$ cat config.mk
export PLATFORM = sky130hd
export DESIGN_NAME = imm_encoder_flat
export DESIGN_NICKNAME = d
export VERILOG_FILES = /design/src/rtl/imm_encoder_if.sv /design/src/rtl/imm_encoder.sv /design/src/flat_wrapper.sv
export SDC_FILE = /design/constraint.sdc
export NUM_CORES = 1
export LEC_CHECK = 0
export CORE_MARGIN = 3
export CORE_UTILIZATION = 48
export CTS_BUF_LIST = sky130_fd_sc_hd__clkbuf_8 sky130_fd_sc_hd__clkbuf_16
export CTS_CLUSTER_DIAMETER = 150
export DETAILED_ROUTE_END_ITERATION = 7
export PLACE_DENSITY = 0.9
export SLEW_MARGIN = 15
export SYNTH_ARGS = -nofsm -noshare
export SYNTH_HDL_FRONTEND = slang
export SYNTH_SLANG_ARGS = --single-unit
$ cat constraint.sdc
create_clock -name clk -period 3.1 [get_ports clk]
set_input_delay 0.62 -clock clk [delete_from_list [all_inputs] [get_ports clk]]
set_output_delay 0.62 -clock clk [all_outputs]
set_load 0.05 [all_outputs]
$ cat src/rtl/imm_encoder_if.sv
// Request/response handshake bundle for the immediate encoder.
// Master drives requests and consumes results; slave is the encoder.
interface imm_encoder_if;
    logic        in_valid;
    logic        in_ready;
    logic [2:0]  in_sel;
    logic [31:0] in_imm;
    logic [31:0] in_base;
    logic        out_valid;
    logic        out_ready;
    logic [31:0] out_inst;
    logic        out_err;

    modport master (
        output in_valid, in_sel, in_imm, in_base, out_ready,
        input  in_ready, out_valid, out_inst, out_err
    );

    modport slave (
        input  in_valid, in_sel, in_imm, in_base, out_ready,
        output in_ready, out_valid, out_inst, out_err
    );
endinterface

$ cat src/rtl/imm_encoder.sv
// Scatters an immediate into an instruction's format fields, range-checks it,
// and queues {inst, err} in a small FIFO behind valid/ready handshakes.
module imm_encoder #(
    parameter int DEPTH = 2,
    parameter int CNT_W = 16
) (
    input  logic             clk,
    input  logic             rst,
    imm_encoder_if.slave     bus,
    output logic [CNT_W-1:0] enc_count,
    output logic [CNT_W-1:0] err_count
);
    localparam int AW = $clog2(DEPTH);
    localparam logic [AW:0] FULL = (AW+1)'(DEPTH);

    logic [31:0]   enc_inst;
    logic          enc_err;
    logic [32:0]   mem [DEPTH];
    logic [AW-1:0] wr_ptr;
    logic [AW-1:0] rd_ptr;
    logic [AW:0]   count;
    logic          push;
    logic          pop;

    always_comb begin
        enc_inst = bus.in_base;
        enc_err  = 1'b0;
        unique case (bus.in_sel)
            3'b001: begin
                enc_inst[31:20] = bus.in_imm[11:0];
                enc_err = ~(&bus.in_imm[31:11] | ~|bus.in_imm[31:11]);
            end
            3'b010: begin
                enc_inst[31:25] = bus.in_imm[11:5];
                enc_inst[11:7]  = bus.in_imm[4:0];
                enc_err = ~(&bus.in_imm[31:11] | ~|bus.in_imm[31:11]);
            end
            3'b011: begin
                enc_inst[31]    = bus.in_imm[12];
                enc_inst[30:25] = bus.in_imm[10:5];
                enc_inst[11:8]  = bus.in_imm[4:1];
                enc_inst[7]     = bus.in_imm[11];
                enc_err = ~(&bus.in_imm[31:12] | ~|bus.in_imm[31:12])
                        | bus.in_imm[0];
            end
            3'b100: begin
                enc_inst[31]    = bus.in_imm[20];
                enc_inst[30:21] = bus.in_imm[10:1];
                enc_inst[20]    = bus.in_imm[11];
                enc_inst[19:12] = bus.in_imm[19:12];
                enc_err = ~(&bus.in_imm[31:20] | ~|bus.in_imm[31:20])
                        | bus.in_imm[0];
            end
            3'b000: begin
                enc_inst[31:12] = bus.in_imm[31:12];
                enc_err = |bus.in_imm[11:0];
            end
            default: enc_err = 1'b1;
        endcase
    end

    // Ready comes from registered occupancy only, so a full FIFO never
    // accepts even when the head is being popped in the same cycle.
    assign bus.in_ready  = (count != FULL);
    assign bus.out_valid = (count != '0);
    assign push = bus.in_valid && bus.in_ready;
    assign pop  = bus.out_valid && bus.out_ready;

    assign bus.out_inst = bus.out_valid ? mem[rd_ptr][32:1] : 32'd0;
    assign bus.out_err  = bus.out_valid ? mem[rd_ptr][0] : 1'b0;

    always_ff @(posedge clk) begin
        if (push) begin
            mem[wr_ptr] <= {enc_inst, enc_err};
        end
    end

    always_ff @(posedge clk) begin
        if (rst) begin
            wr_ptr    <= '0;
            rd_ptr    <= '0;
            count     <= '0;
            enc_count <= '0;
            err_count <= '0;
        end else begin
            if (push) begin
                wr_ptr <= wr_ptr + AW'(1);
            end
            if (pop) begin
                rd_ptr <= rd_ptr + AW'(1);
            end
            case ({push, pop})
                2'b10:   count <= count + (AW+1)'(1);
                2'b01:   count <= count - (AW+1)'(1);
                default: count <= count;
            endcase
            if (push && enc_count != '1) begin
                enc_count <= enc_count + CNT_W'(1);
            end
            if (push && enc_err && err_count != '1) begin
                err_count <= err_count + CNT_W'(1);
            end
        end
    end
endmodule
$ cat src/flat_wrapper.sv
// flat-port wrapper written by rule: the top's interface ports become plain ports
module imm_encoder_flat 
#(
    parameter int DEPTH = 2,
    parameter int CNT_W = 16
)
  (clk, rst, enc_count, err_count, bus_in_valid, bus_in_sel, bus_in_imm, bus_in_base, bus_out_ready, bus_in_ready, bus_out_valid, bus_out_inst, bus_out_err);
  imm_encoder_if bus_i ();
  input  logic clk;
  input  logic rst;
  output logic [CNT_W-1:0] enc_count;
  output logic [CNT_W-1:0] err_count;
  input wire logic [$bits(bus_i.in_valid)-1:0] bus_in_valid;
  input wire logic [$bits(bus_i.in_sel)-1:0] bus_in_sel;
  input wire logic [$bits(bus_i.in_imm)-1:0] bus_in_imm;
  input wire logic [$bits(bus_i.in_base)-1:0] bus_in_base;
  input wire logic [$bits(bus_i.out_ready)-1:0] bus_out_ready;
  output wire logic [$bits(bus_i.in_ready)-1:0] bus_in_ready;
  output wire logic [$bits(bus_i.out_valid)-1:0] bus_out_valid;
  output wire logic [$bits(bus_i.out_inst)-1:0] bus_out_inst;
  output wire logic [$bits(bus_i.out_err)-1:0] bus_out_err;
  assign bus_i.in_valid = bus_in_valid;
  assign bus_i.in_sel = bus_in_sel;
  assign bus_i.in_imm = bus_in_imm;
  assign bus_i.in_base = bus_in_base;
  assign bus_i.out_ready = bus_out_ready;
  assign bus_in_ready = bus_i.in_ready;
  assign bus_out_valid = bus_i.out_valid;
  assign bus_out_inst = bus_i.out_inst;
  assign bus_out_err = bus_i.out_err;
  imm_encoder #(.DEPTH(DEPTH), .CNT_W(CNT_W)) u_core (.clk(clk), .rst(rst), .bus(bus_i), .enc_count(enc_count), .err_count(err_count));
endmodule
## Yosys cells after proc, flatten, opt, wreduce, memory -nomap -nowiden

Memories as Yosys holds them, arrays and structs flattened. A register that Yosys moved wholly into a read port is not among the register bits.
Cells that the tools add are included.

| storage, ports and cells | value |
|---|---|
| flip-flop bits (word level) | 36 |
| bits in latches | 0 |
| memory bits (writable) | 66 |
| ROM bits | 0 |
| bits of input ports | 71 |
| output and inout port bits | 67 |
| memories | 1 |

| operators by class | value |
|---|---|
| add/sub/neg operators | 6 |
| multiply operators | 0 |
| div/mod/pow operators | 0 |
| order comparisons | 0 |
| equal/unequal tests | 9 |
| shift operators | 0 |
| muxes and demuxes | 12 |
| bitwise gates (word level) | 8 |
| reduce and logical (&&, ||, !) cells | 20 |

Memories:

| name | words | width | rd ports | clocked after memory_dff | wr ports | line | source |
|---|---|---|---|---|---|---|---|
| u_core.mem | 2 | 33 | 1 | 1 | 1 | imm_encoder.sv:18 | `logic [32:0] mem [DEPTH];` |

Operators by type and width:

| kind | number |
|---|---|
| $add 16x1->16 const B | 2 |
| $mux 32 | 1 |
| $ne 16x16->1 const B | 2 |
| $pmux 7 s4 | 1 |
| $reduce_or 12->1 | 2 |
| $reduce_and 21->1 | 1 |
| $reduce_or 21->1 | 1 |
| $reduce_and 20->1 | 1 |
| $reduce_or 20->1 | 1 |
| $pmux 5 s3 | 1 |
| $reduce_and 12->1 | 1 |
| $pmux 5 s2 | 1 |
| $mux 8 | 1 |
| $eq 3x2->1 const B | 2 |
| $logic_and 1x1->1 | 5 |
| $mux 1 | 5 |
| $or 1x1->1 | 5 |
| $pmux 1 s4 | 1 |
| $pmux 2 s2 | 1 |
| $reduce_bool 2->1 | 2 |
| $reduce_or 2->1 | 2 |
| $eq 3x1->1 const B | 1 |
| $eq 3x3->1 const B | 1 |
| $logic_not 1->1 | 3 |
| 8 further kinds | 11 |

## Logic depth before layout (Yosys ltp)

| logic depth | value |
|---|---|
| depth after elaboration | 8 |
| depth in mapped cells | 11 |

## Worst setup path after synthesis

No wires, ideal clock.

| timing path | value |
|---|---|
| path type | register to register |
| from | reg u_core.count[0] |
| to | mem u_core.mem[0][0] (enable) |
| library setup time | 424 ps |
| data arrival time | 2552 ps |
| required time | 2676 ps |
| path slack | 125 ps |
| stages on the path, launching flop included | 5 |
| buffers on the path | 0 |
| cells stage by stage | dfxtp_1 -> nand2b_1 -> and2_4 -> inv_2 -> nor2_1 |

| between the ends | value |
|---|---|
| longest elaborated chain between the ends | 4 |

Ends and longest elaborated chain:

| item | line | source |
|---|---|---|
| start: declaration | imm_encoder.sv:21 | `logic [AW:0] count;` |
| start signal: assignment | imm_encoder.sv:93 | `2'b10: count <= count + (AW+1)'(1);` |
| start signal: assignment | imm_encoder.sv:94 | `2'b01: count <= count - (AW+1)'(1);` |
| start signal: assignment | imm_encoder.sv:95 | `default: count <= count;` |
| $ne 2x2->1 | imm_encoder.sv:64 | `assign bus.in_ready = (count != FULL);` |
| named net bus_in_ready | flat_wrapper.sv:18 | `output wire logic [$bits(bus_i.in_ready)-1:0] bus_in_ready;` |
| $logic_and 1x1->1 | imm_encoder.sv:66 | `assign push = bus.in_valid && bus.in_ready;` |
| $mux 1 | imm_encoder.sv:73 | `if (push) begin` |
| $mux 1 (implied by the code) | imm_encoder.sv:74 | `mem[wr_ptr] <= {enc_inst, enc_err};` |
| end: declaration | imm_encoder.sv:18 |  |

The timed path passes the listed nets, and every way through them passes these cells.

==> results <==
- The run finished with clean final reports.
- The proportion of register bits with asynchronous set or reset after synthesis is 0%.
- approximately 140 I/O pins were placed.
- The number of synthesis warnings is 0.
- In this run the remaining antenna-violating nets after routing total 0.
- The area of the core region is approximately 10000 um^2.
- The fmax is 341.2 MHz.
- The number of instances in the synthesized netlist is a little under 500.
- Post-CTS timing repair inserted 0 buffers for setup.
- The most used flip-flop cell after synthesis is sky130_fd_sc_hd__edfxtp_1.
- The number of different library cells used by synthesis comes to 47.
- Of the cells placed in the final design, the portion with a size suffix greater than 1 is around 8.7%.
- In this run the worst path has a maximum fanout of 13.
- IR analysis of the VDD net gives a maximum drop of 0.0004865 V.
- The maximum clock path buffer count is 2.
- The summed negative setup slack over all endpoints is 0 ns.
- Setup repair after global routing left no endpoint under its margin.
- For this run, design rule violations remaining after detail routing come to 0.
- After synthesis the cells add up to 5019 um^2.
- In the layout the commonest cells are sky130_fd_sc_hd__clkdlybuf4s50_1 (134), sky130_fd_sc_hd__nor2_1 (68), sky130_fd_sc_hd__edfxtp_1 (66), sky130_fd_sc_hd__nand2_1 (52), sky130_fd_sc_hd__mux2i_1 (40).
- For this design the ratio of total power to cell area is slightly above 700 nW/um^2.
- The die is ~110 um tall.
- The number of global-route vias before repair is around 4400.
- The worst endpoint data arrival time is 2.31 ns.
- The initial antenna violation count came to 0.
- The clock arrives with 0.01668 ns of skew.
- The area growth from synthesis to layout is 37.40%.
- In this run the mean area of a mapped cell was ~10 um^2.
- The weighted congestion at the end of routability-driven global placement is a little over 0.9.
- The worst setup path category is flop to output pin.
- The iteration count of the initial detailed-routing pass is 5.
- The detailed router finished its first iteration with between 200 and 300 violations.
- The starting density of the core is 50.41%.
- The final worst-path cycle share is roughly 95%.
- The max-slew violation total from the final report came to 0.
- The depth of the CTS H-tree is 3.
- The first global-routing pass estimated 21.28 mm of wire.
- The highest cell delay on the worst timing path is 0.83 ns.
- The total number of placement rows is 36.
- The number of buffers created by CTS is 9.
- Measured against its own limit, the worst slew margin works out to around three fifths.
- Global routing used between 20% and 30% of the available tracks.
- TritonCTS built the clock tree.
- Clock tree synthesis found a total of just over 100 sinks.
- The via total after detailed routing is 4435.
- The mean routed wirelength per cell is roughly 17 um.
- Port buffering added 137 buffers.
- The die extent in x is roughly 110 um.
- The type of the tightest min-delay check is flop to flop.
- The via density per instance is approximately 5.7.
- The number of failing setup endpoints in the final timing report is 0.
- The worst path in the final design needs a cycle of 2.931 ns, including I/O delays and setup.
- The pin count of the biggest net entering global routing is 35.
- Walking the worst path, the cells encountered are buf_4 > mux2i_1 > nor2_1 > clkdlybuf4s50_1.
- The capturing element type of the critical path is an output pin.
- The master cell of the clock root buffer is sky130_fd_sc_hd__clkbuf_8.
- The clock reaches the later pin of the worst-skew pair after around 0.36 ns.
- For the pin with the worst max-slew slack, the measured transition is ~0.6 ns.
- The library cell used most frequently in the layout, excluding fill and tap cells, is sky130_fd_sc_hd__clkdlybuf4s50_1.
- Synthesis inferred approximately 100 register bits.
- Sequential cells were found to cover between 50% and 60% of the synthesized design area.
- The post-cts repair resize count is 0.
- The number of hold-repair buffers added at the cts stage is 0.
- The data required time at the worst endpoint is approximately 2.5 ns.
- The total power is 5.019 mW.
- Counting flops with a built-in enable in the synthesized netlist gives between 60 and 70.
- Summed over all cells, the static leakage comes to 2.408 nW.
- Summed over all layers, the routed wires come to between 10 and 15 mm.
- After clock tree synthesis, the clock-pin slew on the worst setup and hold paths is approximately 0.11 ns.
- The global route total overflow is 0.
- Counting every net in the synthesized netlist gives between 500 and 600.
- The overall die area is between 10000 and 15000 um^2.
- The critical-path cell with the highest stage delay is sky130_fd_sc_hd__clkdlybuf4s50_1.
- The net count reported at finish is about 700.
- The final-report hold violation count was 0.
- The worst setup path is launched from a flop.
- The half-perimeter wire length of the detailed placement result is ~9.9 mm.
- The number of inserted diodes is 0.
- The tool flagged a number of max-cap violations equal to 0.
final timing paths:
path / start / end / slack (ns) / cells past startpoint
setup / recovery: flop / bus_out_inst[22] / 0.17 / 4
hold / removal: u_core.enc_count[9]$_SDFFE_PP0P_ / u_core.enc_count[9]$_SDFFE_PP0P_ / 0.51 / 2
setup reg to reg: u_core.count[0]$_SDFFE_PP0P_ / u_core.err_count[13]$_SDFFE_PP0P_ / 0.57 / 9
hold reg to reg: u_core.enc_count[9]$_SDFFE_PP0P_ / u_core.enc_count[9]$_SDFFE_PP0P_ / 0.51 / 2
worst max-delay path, delay by kind of cell, from the launching register on:
kind / cells / cell delay, ns
buffers and inverters: 2 / 1.10
DFF: 1 / 0.60
and+or+nand+nor: 1 / 0.15
muxes: 1 / 0.10
cells by family (layout without fill, tap and decap cells):
family	count (synthesis)	after routing	share of synthesized area (%)
compound gates	74	74	8.901
xor+xnor	14	14	2.443
fa+ha+maj	3	3	0.7480
buf+inv	34	186	2.593
flops	103	103	54.25
mux	50	50	10.22
simple gates	216	216	20.84
cell type report:
class / count / area, um^2
timing repair buffer: 162 / 1589
clock inverter: 7 / 86.33
multi-input combinational: 357 / 2176
clock buffer: 9 / 123.9
inverter: 8 / 30.03
sequential: 103 / 2724
tap: 133 / 166.4
fill: 725 / 3059
registers in the layout, summed over array words and instances (netlist names), named ones only:
signal and flops:
u_core.mem 66, u_core.enc_count 16, u_core.err_count 16, u_core.count 2, u_core.rd_ptr 1, u_core.wr_ptr 1
synth_stat cells (2+ instances only):
library cell / n / share of area [%]
sky130_fd_sc_hd__nand4_1: 9 / 1.1
sky130_fd_sc_hd__dfxtp_1: 37 / 15
sky130_fd_sc_hd__nor2b_1: 5 / 0.62
sky130_fd_sc_hd__nand2b_1: 2 / 0.25
sky130_fd_sc_hd__nor2_1: 70 / 5.2
sky130_fd_sc_hd__mux2_1: 3 / 0.67
sky130_fd_sc_hd__and2_1: 8 / 1.0
sky130_fd_sc_hd__ha_1: 3 / 0.75
sky130_fd_sc_hd__nor3b_1: 2 / 0.30
sky130_fd_sc_hd__a21oi_1: 26 / 2.6
sky130_fd_sc_hd__nor3_1: 8 / 0.80
sky130_fd_sc_hd__and3_1: 11 / 1.4
sky130_fd_sc_hd__a22oi_1: 4 / 0.60
sky130_fd_sc_hd__nand3_1: 14 / 1.4
sky130_fd_sc_hd__edfxtp_1: 66 / 39
sky130_fd_sc_hd__o21ai_0: 17 / 1.7
sky130_fd_sc_hd__mux2_2: 7 / 1.6
sky130_fd_sc_hd__xor2_1: 5 / 0.87
sky130_fd_sc_hd__nor4_1: 11 / 1.4
sky130_fd_sc_hd__or4_1: 3 / 0.45
sky130_fd_sc_hd__a211oi_1: 8 / 1.2
sky130_fd_sc_hd__and4_1: 5 / 0.87
sky130_fd_sc_hd__a31oi_1: 8 / 1.0
sky130_fd_sc_hd__o31ai_1: 2 / 0.30
sky130_fd_sc_hd__xnor2_1: 9 / 1.6
sky130_fd_sc_hd__or3_1: 12 / 1.5
sky130_fd_sc_hd__inv_1: 6 / 0.45
sky130_fd_sc_hd__mux2i_1: 40 / 8.0
sky130_fd_sc_hd__buf_2: 2 / 0.20
sky130_fd_sc_hd__nand2_1: 52 / 3.9
sky130_fd_sc_hd__clkbuf_1: 23 / 1.7
through the flow:
step / setup WS (ns) / hold WS [ns] / utilization, % / cell area (um^2) / cells
after global routing: 0.1011 / 0.5665 / 69.27 / 6895 / 779
after floorplan: 0.1249 / 0.4718 / - / 5019 / 494
final: 0.1692 / 0.5116 / 69.27 / 6895 / 779
after CTS: 0.1595 / 0.5172 / 69.27 / 6895 / 779
after detailed placement: -0.07199 / 0.5001 / 67.16 / 6685 / 763
after global placement: 0.05818 / 0.4853 / 67.16 / 6685 / 763
routing by layer:
layer	up-vias	track usage, %	wire, um	share of wire, %
met5	-	0	0	0
met4	0	5.861	176	1.3
met3	17	4.478	1026	7.7
met2	187	38.85	6455	48
met1	2125	29.26	5658	42
li1	2106	-	-	-
power by group:
part	leakage [nW]	switching, mW	total [mW]	internal (mW)
logic	1.39	1.57	2.40	0.830
registers	0.917	0.108	1.79	1.68
clock network	0.105	0.508	0.833	0.325
total	2.41	2.19	5.02	2.83
Power figures use the tool's default switching activity.
